===== config.mk =====
export PLATFORM = sky130hd
export DESIGN_NAME = bios_rom_bus_slave
export DESIGN_NICKNAME = d
export VERILOG_FILES = /design/src/rtl/bios_bus_pkg.sv /design/src/rtl/bus_input_register.sv /design/src/rtl/bios_rom_bus_slave.sv
export SDC_FILE = /design/constraint.sdc
export NUM_CORES = 1
export LEC_CHECK = 0
export BUFFER_PORTS_ARGS = -buffer_cell sky130_fd_sc_hd__buf_2
export CORE_ASPECT_RATIO = 1.2
export CORE_UTILIZATION = 40
export DETAILED_ROUTE_END_ITERATION = 16
export MAX_ROUTING_LAYER = met4
export PLACE_DENSITY_LB_ADDON = 0.08
export SLEW_MARGIN = 15
export SYNTH_ARGS = -nofsm -noshare
export SYNTH_HDL_FRONTEND = slang
export SYNTH_SLANG_ARGS = --single-unit

===== constraint.sdc =====
create_clock -name clock -period 8.2 [get_ports clock]
set_clock_uncertainty 0.15 [all_clocks]
set_input_delay 0.82 -clock clock [delete_from_list [all_inputs] [get_ports clock]]
set_output_delay 0.82 -clock clock [all_outputs]
set_load 0.05 [all_outputs]

===== src/rtl/bios_bus_pkg.sv =====
// Shared definitions for the BIOS ROM bus slave: FSM encoding, window constants,
// the registered bus input bundle and the ROM byte-order helper.
package bios_bus_pkg;

    typedef enum logic [2:0] {
        StIdle,
        StRead,
        StFlush,
        StEnd,
        StError
    } bus_state_e;

    localparam logic [31:0] BIOS_BASE_ADDRESS = 32'hF000_0000;
    localparam int unsigned BIOS_WINDOW_BITS  = 13;

    typedef struct packed {
        logic        begin_txn;
        logic [31:0] address;
        logic        read_not_write;
        logic [7:0]  burst_size;
        logic [3:0]  byte_enables;
        logic        end_txn;
        logic        bus_error;
    } bus_in_t;

    // ROM images are little-endian; the CPU expects big-endian words.
    function automatic logic [31:0] byte_swap(input logic [31:0] d);
        return {d[7:0], d[15:8], d[23:16], d[31:24]};
    endfunction

endpackage


===== src/rtl/bus_input_register.sv =====
// Single-stage register for the shared-bus input bundle; reusable by any slave
// that wants its bus inputs sampled once before decoding.
module bus_input_register
    import bios_bus_pkg::*;
(
    input  logic    clock,
    input  logic    reset,
    input  bus_in_t i_bus,
    output bus_in_t o_bus
);

    bus_in_t r_bus;

    always_ff @(posedge clock) begin
        if (reset) begin
            r_bus <= '0;
        end else begin
            r_bus <= i_bus;
        end
    end

    assign o_bus = r_bus;

endmodule


===== src/rtl/bios_rom_bus_slave.sv =====
// Read-only bus slave in front of the BIOS ROM: decodes the window, streams single
// or burst reads one word per cycle, and answers writes with a bus error.
module bios_rom_bus_slave
    import bios_bus_pkg::*;
#(
    parameter logic [31:0] BASE_ADDRESS   = BIOS_BASE_ADDRESS,
    parameter int unsigned ROM_ADDR_WIDTH = 11,
    parameter bit          SWAP_BYTES     = 1'b1
) (
    input  logic                      clock,
    input  logic                      reset,
    input  logic                      beginTransactionIn,
    input  logic [31:0]               addressDataIn,
    input  logic                      readNotWriteIn,
    input  logic [7:0]                burstSizeIn,
    input  logic [3:0]                byteEnablesIn,
    input  logic                      endTransactionIn,
    input  logic                      busErrorIn,
    output logic [31:0]               addressDataOut,
    output logic                      dataValidOut,
    output logic                      endTransactionOut,
    output logic                      busErrorOut,
    output logic                      busyOut,
    output logic [ROM_ADDR_WIDTH-1:0] romAddress,
    input  logic [31:0]               romData
);

    bus_in_t w_bus_raw;
    bus_in_t w_bus;

    assign w_bus_raw = '{
        begin_txn:      beginTransactionIn,
        address:        addressDataIn,
        read_not_write: readNotWriteIn,
        burst_size:     burstSizeIn,
        byte_enables:   byteEnablesIn,
        end_txn:        endTransactionIn,
        bus_error:      busErrorIn
    };

    bus_input_register u_bus_input_register (
        .clock (clock),
        .reset (reset),
        .i_bus (w_bus_raw),
        .o_bus (w_bus)
    );

    bus_state_e                r_state;
    logic [ROM_ADDR_WIDTH-1:0] r_word_ptr;
    logic [7:0]                r_remaining;
    logic [31:0]               r_data;
    logic                      r_valid;
    logic                      r_end;
    logic                      r_err;

    logic                      w_hit;
    logic                      w_read_hit;
    logic                      w_write_hit;
    logic                      w_abort;
    logic [ROM_ADDR_WIDTH-1:0] w_addr_word;
    logic [31:0]               w_rom_word;
    logic                      w_unused;

    assign w_hit       = w_bus.begin_txn &&
                         (w_bus.address[31:BIOS_WINDOW_BITS] == BASE_ADDRESS[31:BIOS_WINDOW_BITS]);
    assign w_read_hit  = w_hit && w_bus.read_not_write;
    assign w_write_hit = w_hit && !w_bus.read_not_write;
    assign w_abort     = w_bus.end_txn || w_bus.bus_error;
    assign w_addr_word = w_bus.address[ROM_ADDR_WIDTH+1:2];
    assign w_rom_word  = SWAP_BYTES ? byte_swap(romData) : romData;
    assign w_unused    = ^{w_bus.byte_enables, w_bus.address[1:0]};

    // The first word is issued straight from IDLE so the ROM sees its address one
    // cycle after beginTransactionIn; later words come from the running pointer.
    always_comb begin
        romAddress = r_word_ptr;
        if (r_state == StIdle) begin
            romAddress = w_read_hit ? w_addr_word : '0;
        end
    end

    always_ff @(posedge clock) begin
        if (reset) begin
            r_state     <= StIdle;
            r_word_ptr  <= '0;
            r_remaining <= '0;
            r_data      <= '0;
            r_valid     <= 1'b0;
            r_end       <= 1'b0;
            r_err       <= 1'b0;
        end else begin
            // Wired-OR bus: everything returns to zero unless explicitly driven.
            r_data  <= '0;
            r_valid <= 1'b0;
            r_end   <= 1'b0;
            r_err   <= 1'b0;
            unique case (r_state)
                StIdle: begin
                    if (w_read_hit) begin
                        r_data      <= w_rom_word;
                        r_valid     <= 1'b1;
                        r_word_ptr  <= w_addr_word + ROM_ADDR_WIDTH'(1);
                        r_remaining <= w_bus.burst_size - 8'd1;
                        r_state     <= (w_bus.burst_size == 8'd0) ? StFlush : StRead;
                    end else if (w_write_hit) begin
                        r_end   <= 1'b1;
                        r_err   <= 1'b1;
                        r_state <= StError;
                    end
                end
                StRead: begin
                    if (w_abort) begin
                        r_state <= StIdle;
                    end else begin
                        r_data     <= w_rom_word;
                        r_valid    <= 1'b1;
                        r_word_ptr <= r_word_ptr + ROM_ADDR_WIDTH'(1);
                        if (r_remaining == 8'd0) begin
                            r_state <= StFlush;
                        end else begin
                            r_remaining <= r_remaining - 8'd1;
                        end
                    end
                end
                StFlush: begin
                    if (w_abort) begin
                        r_state <= StIdle;
                    end else begin
                        r_end   <= 1'b1;
                        r_state <= StEnd;
                    end
                end
                StEnd:   r_state <= StIdle;
                StError: r_state <= StIdle;
                default: r_state <= StIdle;
            endcase
        end
    end

    assign addressDataOut    = r_data;
    assign dataValidOut      = r_valid;
    assign endTransactionOut = r_end;
    assign busErrorOut       = r_err;
    assign busyOut           = 1'b0;

endmodule


==> summary.txt, run 1 <==
Count of pins over their slew limit - 0
Drt first-iter violations - 243
Sequential area share after synthesis - 47.1%
Comb pwr share - 5.1%
Design Area, Final - 5170 µm²
Largest net degree at the start of global routing - 67
Setup tns final - 0 ps
Synth Flop Type - dfxtp_1
Post-CTS Setup Repair Bufs - 0
CP Launch Type - flip-flop
Slowest Stage Delay on Critical Path - 590 ps
Reg-to-Reg Start - r_state[0]
Syn-to-layout area delta - 23.0%
Power Density - 197 nW/µm²
Hold EP - r_remaining[7]
Area leader, netlist - dfxtp_1
Clock H-tree levels - 3
Hold depth - 2
Initial antenna violation count - 0
Core Footprint - 10100 µm²
Sequential power share - 49.4%
Worst-path cell chain - nor3_1, nand2_1, nor3_1, buf_4, nand2_1, o21ai_0, buf_2
TritonCTS Buffers - 9
R2r worst-path depth - 10
Main combinational cell family by area after synthesis - simple AND/OR/NAND/NOR gates
Die W - 95.6 µm
# nets final - 643
Syn Area/Cell - 9.20 µm²
Post-synthesis compound-gate area fraction - 15.3%
Cts hold-fix bufs - 0
Fin worst setup slack - 4440 ps
Endpoints failing hold - 0
Worst Hold Launch - r_remaining[7]
Vias in the first global route - 3433
Synth Area in Adders - 0.595%
Detailed placement HPWL - 7330 µm
CP max stage cell - nor3_1
Synth Cell Area - 4210 µm²
R2R setup slack - 5200 ps
Total grt overflow - 0
Worst-Skew Late Latency - 340 ps
Count leader, synth - dfxtp_1
DRC viols - 0
DR WL/cell - 15.4 µm
Post-Synthesis Cells - 457
XOR/XNOR share of the synthesized area - 0.625%
Routed vias/inst - 5.43
Place WS - 4830 ps
Vias - 3744
Cell Area, Placed - 4840 µm²
First drt pass iteration count - 6
Top post-synthesis cells by count - dfxtp_1, nor2b_1, and3_1
Worst Path Buf+Inv - 2
Row count - 40
Switching share of power - 21.6%
Max-Cap Viols - 0
Number of flops mapped to enable cells by yosys - 0
Clock sinks - 99
Clk buf depth - 2
Status - complete, no violations
Ant diodes - 0
Synth unique cells - 60
Die area - 10900 µm²
Die Y - 114 µm
P_sw - 220 µW
Final period util - 45.9%
Min cycle time layout - 3760 ps
Final setup viols - 0
CP Capture Type - output pin
CTS tree - done
Clock group share of total power - 45.4%
Root buffer cell - clkbuf_16
Top cells by area, synth - dfxtp_1, nor2b_1, and3_1, nand2_1, nand3_1
Post-Route WL - 10600 µm
Gpl congestion - 0.907
Clock Pin Slew Worst Setup and Hold Paths - 70 ps
Syn Nets - 541
Post-DRT Antenna Nets - 0
FMAX - 266 MHz
Total Routing Usage GR - 20.6%
Worst path top cell family by delay - simple AND/OR/NAND/NOR gates
I/O Pins - 129
Critical Path RT - 7230 ps
Hold Crit Class - reg2reg
Worst R2R End - r_word_ptr[10]
Port Buffers - 121
Crit Path Category - reg2out
Crit Path Max Fanout - 13
Worst slew margin relative to its limit - 29.0%
Initial Utilization - 41.6%
Crit path arrival time - 2790 ps
Slew @ Worst Pin - 1060 ps
Post-synth ARST share - 0%
Synth Register Bits - 99
Post-cts sizing count - 0
VDD IR max - 106 µV
Internal Power - 797 µW
Layout cells sized above 1 - 28.2%
Post-Synth Simple-Gate Area - 29.9%
Mux cell area share after synthesis - 1.96%
Post-synth top area share - 47.1%
Ys Warns - 0
RSZ-0062 raised after global routing - false
Static Leak - 0.00234 µW
First-pass GRT wire length - 16900 µm
==> logic make-up (layout without fill, tap and decap cells) <==
logic type / Yosys count / after routing
and+or+nand+nor: 211 / 211
DFF: 99 / 99
AOI/OAI and AO/OA: 93 / 93
buffers and inverters: 40 / 147
muxes: 8 / 8
xor gates and xnor gates: 3 / 3
adders and majority gates: 2 / 2
other: 1 / 1
==> state kept, by name, indices dropped and copies added, names as in the netlist <==
signal / flops
dataValidOut: 1
r_state: 3
u_bus_input_register.o_bus: 42
r_remaining: 8
r_word_ptr: 11
busErrorOut: 1
addressDataOut: 32
endTransactionOut: 1
==> per-layer routing <==
layer  vias to the layer above  wire (µm)  track usage (%)
li1                       1858          -                -
met1                      1767       4640             24.1
met2                       110       5370             34.0
met3                         9        527             4.71
met4                         0        118             8.26
met5                         -          0                -
==> worst max path at each step <==
stage               startpoint            end  slack, ps  cells past startpoint
global route        r_state[0]  romAddress[4]       4260                      7
global placement    r_state[0]  romAddress[4]       4860                      7
CTS                 r_state[0]  romAddress[4]       4450                      7
finish              r_state[0]  romAddress[4]       4440                      7
floorplan           r_state[0]  romAddress[4]       5110                      7
detailed placement  r_state[0]  romAddress[4]       4830                      7
==> power groups by stage <==
stage	Combinational [µW]	Sequential [µW]	Clock, µW
global placement	51.4	513	0
floorplan	31.2	510	0
global route	58.7	503	494
finish	52.2	503	462
CTS	52.9	502	474
detailed placement	52.9	514	0
==> metrics by stage <==
stage / power, µW / std cells / util, % / hold slack, ps
2_1_floorplan: 541 / 457 / - / 300
3_3_place_gp: 565 / 674 / 47.9 / 322
3_5_place_dp: 566 / 674 / 47.9 / 320
4_1_cts: 1030 / 690 / 51.2 / 332
5_1_grt: 1060 / 690 / 51.2 / 385
6_report: 1020 / 690 / 51.2 / 337
==> cells in the final DEF (no fill, tap or decap), types with 6 or more instances in the layout <==
cell	n
a22o_1	10
nor3_1	11
and3_1	37
nor2b_1	46
mux2i_1	6
a31oi_1	13
clkbuf_16	9
o21ai_0	18
dfxtp_1	99
nor4_1	8
buf_2	121
a21oi_1	16
nor2_1	21
nand3_1	18
nand2_1	30
==> cell type report <==
| cell class | instances | area, µm² |
|---|---|---|
| clock buffers | 10 | 239 |
| clock inverters | 6 | 91.3 |
| fillers | 1004 | 4930 |
| inverters | 5 | 18.8 |
| multi-input cells | 318 | 2040 |
| flip-flops and latches | 99 | 1980 |
| well taps | 126 | 158 |
| repair buffers | 126 | 643 |
==> worst register-to-register path: cells and delay by family, from the launching register on <==
kind                       cells  cell delay, ps
and+or+nand+nor                6            1210
DFF                            1             530
AOI/OAI and AO/OA              2             450
adders and majority gates      1             320
buffers and inverters          1             260
Power figures use the tool's default switching activity.
==> run 2: changes to the inputs <==
==> constraint.sdc (replaced) <==
create_clock -name clock -period 3.4 [get_ports clock]
set_clock_uncertainty 0.15 [all_clocks]
set_input_delay 0.34 -clock clock [delete_from_list [all_inputs] [get_ports clock]]
set_output_delay 0.34 -clock clock [all_outputs]
set_load 0.05 [all_outputs]
==> summary.txt, run 2 (synthesis results as in run 1) <==
Status - complete, no violations
Root buffer cell - clkbuf_16
Worst R2R End - r_word_ptr[10]
Initial Utilization - 41.6% (unchanged)
TritonCTS Buffers - 9 (unchanged)
Syn-to-layout area delta - 24.2%
Largest net degree at the start of global routing - 66 (-1.5%)
Endpoints failing hold - 0 (unchanged)
CP Capture Type - flip-flop
Max reg flops - 42 (unchanged)
First-pass GRT wire length - 17000 µm (+0.82%)
Design Area, Final - 5230 µm² (+0.97%)
Static Leak - 0.00237 µW (+1.3%)
Final period util - 88.0%
Most frequent cells in the layout - buf_2, dfxtp_1, nor2b_1
Switching share of power - 22.2% (+0.53 points)
Post-DRT Antenna Nets - 0 (unchanged)
Row count - 40 (unchanged)
R2r worst-path depth - 9 (-1)
Worst-Skew Late Latency - 350 ps (about the same)
Post-cts sizing count - 0 (unchanged)
Total Routing Usage GR - 20.9% (+0.24 points)
Fin worst setup slack - 409 ps (-4030 ps)
Final setup viols - 0 (unchanged)
Critical Path Start - r_state[0]
P_sw - 548 µW (+150%)
Worst slew margin relative to its limit - 30.0% (+0.92 points)
Crit Path Max Fanout - 12 (-1)
Port Buffers - 121 (unchanged)
DRC viols - 0 (unchanged)
Clock group share of total power - 45.9% (+0.5 points)
Crit path capture - r_word_ptr[10]
Min cycle time layout - 2990 ps
Crit path arrival time - 3040 ps (+250 ps)
Max-Cap Viols - 0 (unchanged)
Routed vias/inst - 5.47 (+0.73%)
Cell Area, Placed - 4890 µm² (+0.93%)
Critical Path RT - 3450 ps (-3780 ps)
Hold Crit Class - in2reg
Count of pins over their slew limit - 0 (unchanged)
CP Launch Type - flip-flop
Place WS - 467 ps (-4360 ps)
Clock H-tree levels - 3 (unchanged)
Clk buf depth - 2 (unchanged)
Commonest non-fill, non-tap cell in the layout - buf_2
Clock sinks - 99 (unchanged)
RSZ-0062 raised after global routing - false
Detailed placement HPWL - 7490 µm (+2.2%)
Sequential power share - 49.0% (-0.4 points)
Power Density - 474 nW/µm² (+140%)
Die Y - 114 µm (unchanged)
Drt first-iter violations - 165 (-32%)
# fillers - 982 (-2.2%)
Comb pwr share - 5.1% (about the same)
Crit Path Category - reg2reg
Reg-to-Reg Start - r_state[0]
Vias - 3804 (+1.6%)
Internal Power - 1930 µW (+140%)
Cts hold-fix bufs - 0 (unchanged)
R2R setup slack - 410 ps (-4790 ps)
Total grt overflow - 0 (unchanged)
Slew @ Worst Pin - 1050 ps (-13.8 ps)
Post-Route WL - 10800 µm (+1.1%)
Vias in the first global route - 3491 (+1.7%)
Initial antenna violation count - 0 (unchanged)
Clock Pin Slew Worst Setup and Hold Paths - 70 ps (about the same)
Post-CTS Setup Repair Bufs - 0 (unchanged)
First drt pass iteration count - 4 (-2)
Layout cells sized above 1 - 28.9% (+0.76 points)
Ant diodes - 0 (unchanged)
I/O Pins - 129 (unchanged)
Die area - 10900 µm² (unchanged)
FMAX - 334 MHz
VDD IR max - 374 µV (+250%)
Setup tns final - 0 ps (unchanged)
DR WL/cell - 15.5 µm (+0.21%)
CTS tree - done
Die W - 95.6 µm (unchanged)
Gpl congestion - 0.872 (-3.8%)
# nets final - 649 (+0.93%)
Core Footprint - 10100 µm² (unchanged)
[run 2: cell count changes in the layout (fill, tap and decap cells not counted), sizes merged]
| cell | delta |
|---|---|
| buf | +6 |
| clkinv | +1 |
| inv | -1 |
[run 2: layer usage]
layer	GRT usage [%]	routed length [µm]	vias to the layer above
met4	9.85	183	0
met3	4.45	664	19
met5	-	0	-
met1	24.0	4570	1779
met2	34.3	5350	138
li1	-	-	1868
[run 2: area by class of cell]
class                           count  area, µm²  area share (%)
Clock buffer                       10        239            4.57
Multi-Input combinational cell    318       2040            39.1
Tap cell                          126        158            3.02
Inverter                            5       18.8           0.359
Sequential cell                    99       1980            37.9
Timing Repair Buffer              132        688            13.2
Clock inverter                      6       96.3            1.84
[run 2: worst min-delay path by stage]
stage                 startpoint                        endpoint  slack [ps]  cells past startpoint
2_1_floorplan     r_remaining[7]                  r_remaining[7]         300                      2
3_3_place_gp      r_remaining[7]                  r_remaining[7]         310                      2
3_5_place_dp      r_remaining[7]                  r_remaining[7]         320                      2
4_1_cts         addressDataIn[8]  u_bus_input_register.o_bus[23]          40                      2
5_1_grt        addressDataIn[10]  u_bus_input_register.o_bus[25]          50                      2
6_report        addressDataIn[8]  u_bus_input_register.o_bus[23]          50                      2
[run 2: power groups by stage]
| stage | combinational, µW | clock (µW) | sequential (µW) |
|---|---|---|---|
| floorplan | 75.2 | 0 | 1230 |
| global placement | 125 | 0 | 1240 |
| detailed placement | 127 | 0 | 1240 |
| CTS | 128 | 1160 | 1210 |
| global route | 142 | 1210 | 1210 |
| finish | 126 | 1140 | 1210 |
[run 2: critical path: stages (launching register included)]
cell and delay (ps):
dfxtp_1 520, or3b_1 660, nand2_1 160, nand2_1 80, ha_1 310, and3_1 250
and4_1 280, a41o_1 270, o221ai_1 70, a31oi_1 100
[run 2: metrics by stage]
stage,cells,hold slack [ps],total power (µW),utilization (%)
final,696,48.5,2480,51.7
after global routing,696,50.7,2570,51.7
after CTS,696,41.6,2500,51.7
after detailed placement,680,324,1370,48.4
after global placement,680,311,1360,48.4
after floorplan,457,300,1300,-
==> run 3: changes to the inputs <==
==> constraint.sdc (replaced) <==
create_clock -name clock -period 3.3 [get_ports clock]
set_clock_uncertainty 0.15 [all_clocks]
set_input_delay 0.33 -clock clock [delete_from_list [all_inputs] [get_ports clock]]
set_output_delay 0.33 -clock clock [all_outputs]
set_load 0.05 [all_outputs]
==> summary.txt, run 3 (synthesis results as in run 1) <==
Status - complete, no violations
Worst slew margin relative to its limit - 51.4% (+21 points)
Worst Path Buf+Inv - 0 (unchanged)
Slowest Stage Delay on Critical Path - 610 ps (-50 ps)
Die area - 10900 µm² (unchanged)
Setup tns final - 0 ps (unchanged)
Clock Pin Slew Worst Setup and Hold Paths - 70 ps (about the same)
Layout cells sized above 1 - 29.2% (+0.25 points)
CP Depth - 9 (unchanged)
Die W - 95.6 µm (unchanged)
Tot Pwr - 2400 µW (-2.9%)
First drt pass iteration count - 4 (unchanged)
Final period util - 85.5% (-2.5 points)
Most frequent cells in the layout - buf_2, dfxtp_1, nor2b_1
I/O Pins - 129 (unchanged)
Gpl congestion - 0.893 (+2.4%)
Critical Path RT - 3360 ps (-90 ps)
Multi-input logic area - 2040 µm² (unchanged)
Total Routing Usage GR - 21.3% (+0.38 points)
DRC viols - 0 (unchanged)
Hold Crit Class - in2reg
Clock sinks - 99 (unchanged)
Max-Cap Viols - 0 (unchanged)
Post-DRT Antenna Nets - 0 (unchanged)
CP Capture Type - flip-flop
RSZ-0062 raised after global routing - false
Crit Path Max Fanout - 11 (-1)
# fillers - 985 (+0.31%)
Critical Path Most Common Cell - nand2_1
Total grt overflow - 0 (unchanged)
Worst-path cell chain - or3b_1, nand2_1, nand2_1, ha_1, and3_1, and4_1, a41o_1, o221ai_1, a31oi_1
Largest net degree at the start of global routing - 47 (-29%)
Max reg flops - 42 (unchanged)
Post-CTS Setup Repair Bufs - 0 (unchanged)
Clk buf depth - 2 (unchanged)
Crit path arrival time - 2880 ps (-160 ps)
Ant diodes - 0 (unchanged)
Detailed placement HPWL - 7590 µm (+1.3%)
Vias - 3854 (+1.3%)
Clock H-tree levels - 3 (unchanged)
Min cycle time layout - 2820 ps (-172 ps)
Port Buffers - 121 (unchanged)
DR WL/cell - 15.4 µm (-0.50%)
Final design utilization - 51.5% (-0.22 points)
Register area - 1980 µm² (unchanged)
Vias in the first global route - 3615 (+3.6%)
# nets final - 651 (+0.31%)
Static Leak - 0.00236 µW (-0.38%)
Power Density - 462 nW/µm² (-2.5%)
Fin cells - 698 (+0.29%)
Initial antenna violation count - 0 (unchanged)
Routed vias/inst - 5.52 (+1.0%)
TritonCTS Buffers - 9 (unchanged)
Hold depth - 2 (unchanged)
Drt first-iter violations - 242 (+47%)
CP max stage cell - or3b_1
Crit Path Category - reg2reg
Post-Route WL - 10700 µm (-0.21%)
CP Launch Type - flip-flop
Worst path top cell family by delay - simple AND/OR/NAND/NOR gates
Die Y - 114 µm (unchanged)
Post-cts sizing count - 0 (unchanged)
First-pass GRT wire length - 17500 µm (+2.6%)
Worst-Skew Late Latency - 340 ps (about the same)
Commonest non-fill, non-tap cell in the layout - buf_2
VDD IR max - 239 µV (-36%)
Endpoints failing hold - 0 (unchanged)
Slew @ Worst Pin - 722 ps (-328 ps)
Core Footprint - 10100 µm² (unchanged)
Root buffer cell - clkbuf_16
Initial Utilization - 41.6% (unchanged)
Count of pins over their slew limit - 0 (unchanged)
R2r worst-path depth - 9 (unchanged)
CTS tree - done
Row count - 40 (unchanged)
Syn-to-layout area delta - 23.7%
FMAX - 355 MHz (+6.1%)
Cts hold-fix bufs - 0 (unchanged)
Placed Cells - 682 (+0.29%)
Final setup viols - 0 (unchanged)
==> run 3: report_power, final <==
group / total, µW / switching [µW] / internal, µW
clock network: 1020 / 491 / 531
logic: 132 / 63.4 / 68.1
registers: 1250 / 27.4 / 1220
==> run 3: final cells by class <==
class                      count  area share [%]
sequential                    99            38.1
tap                          126            3.03
multi-input combinational    318            39.3
timing repair buffer         134            13.5
inverter                       5           0.361
clock buffer                   9            4.33
clock inverter                 7            1.39
==> run 3: metal layers <==
metal  share of wire, %  global-route usage [%]  vias to the layer above
met5                  0                       -                        -
met3                6.5                    4.25                       17
met1                 42                    25.2                     1816
met2                 50                    35.5                      142
li1                   -                       -                     1879
met4                1.8                    7.46                        0
==> run 3: per-stage QoR <==
step / hold WS, ps / instance area, µm² / setup slack (ps)
5_1_grt: 31.7 / 5200 / 308
6_report: 43.9 / 5200 / 480
3_5_place_dp: 327 / 4900 / 520
3_3_place_gp: 311 / 4900 / 553
4_1_cts: 30.9 / 5200 / 511
2_1_floorplan: 300 / 4210 / 343
==> run 3: worst paths after layout <==
check / from / to / slack (ps)
max: r_state[0] / r_word_ptr[10] / 480
min: addressDataIn[21] / u_bus_input_register.o_bus[36] / 40
max reg2reg: r_state[0] / r_word_ptr[10] / 480
min reg2reg: r_remaining[7] / r_remaining[7] / 340
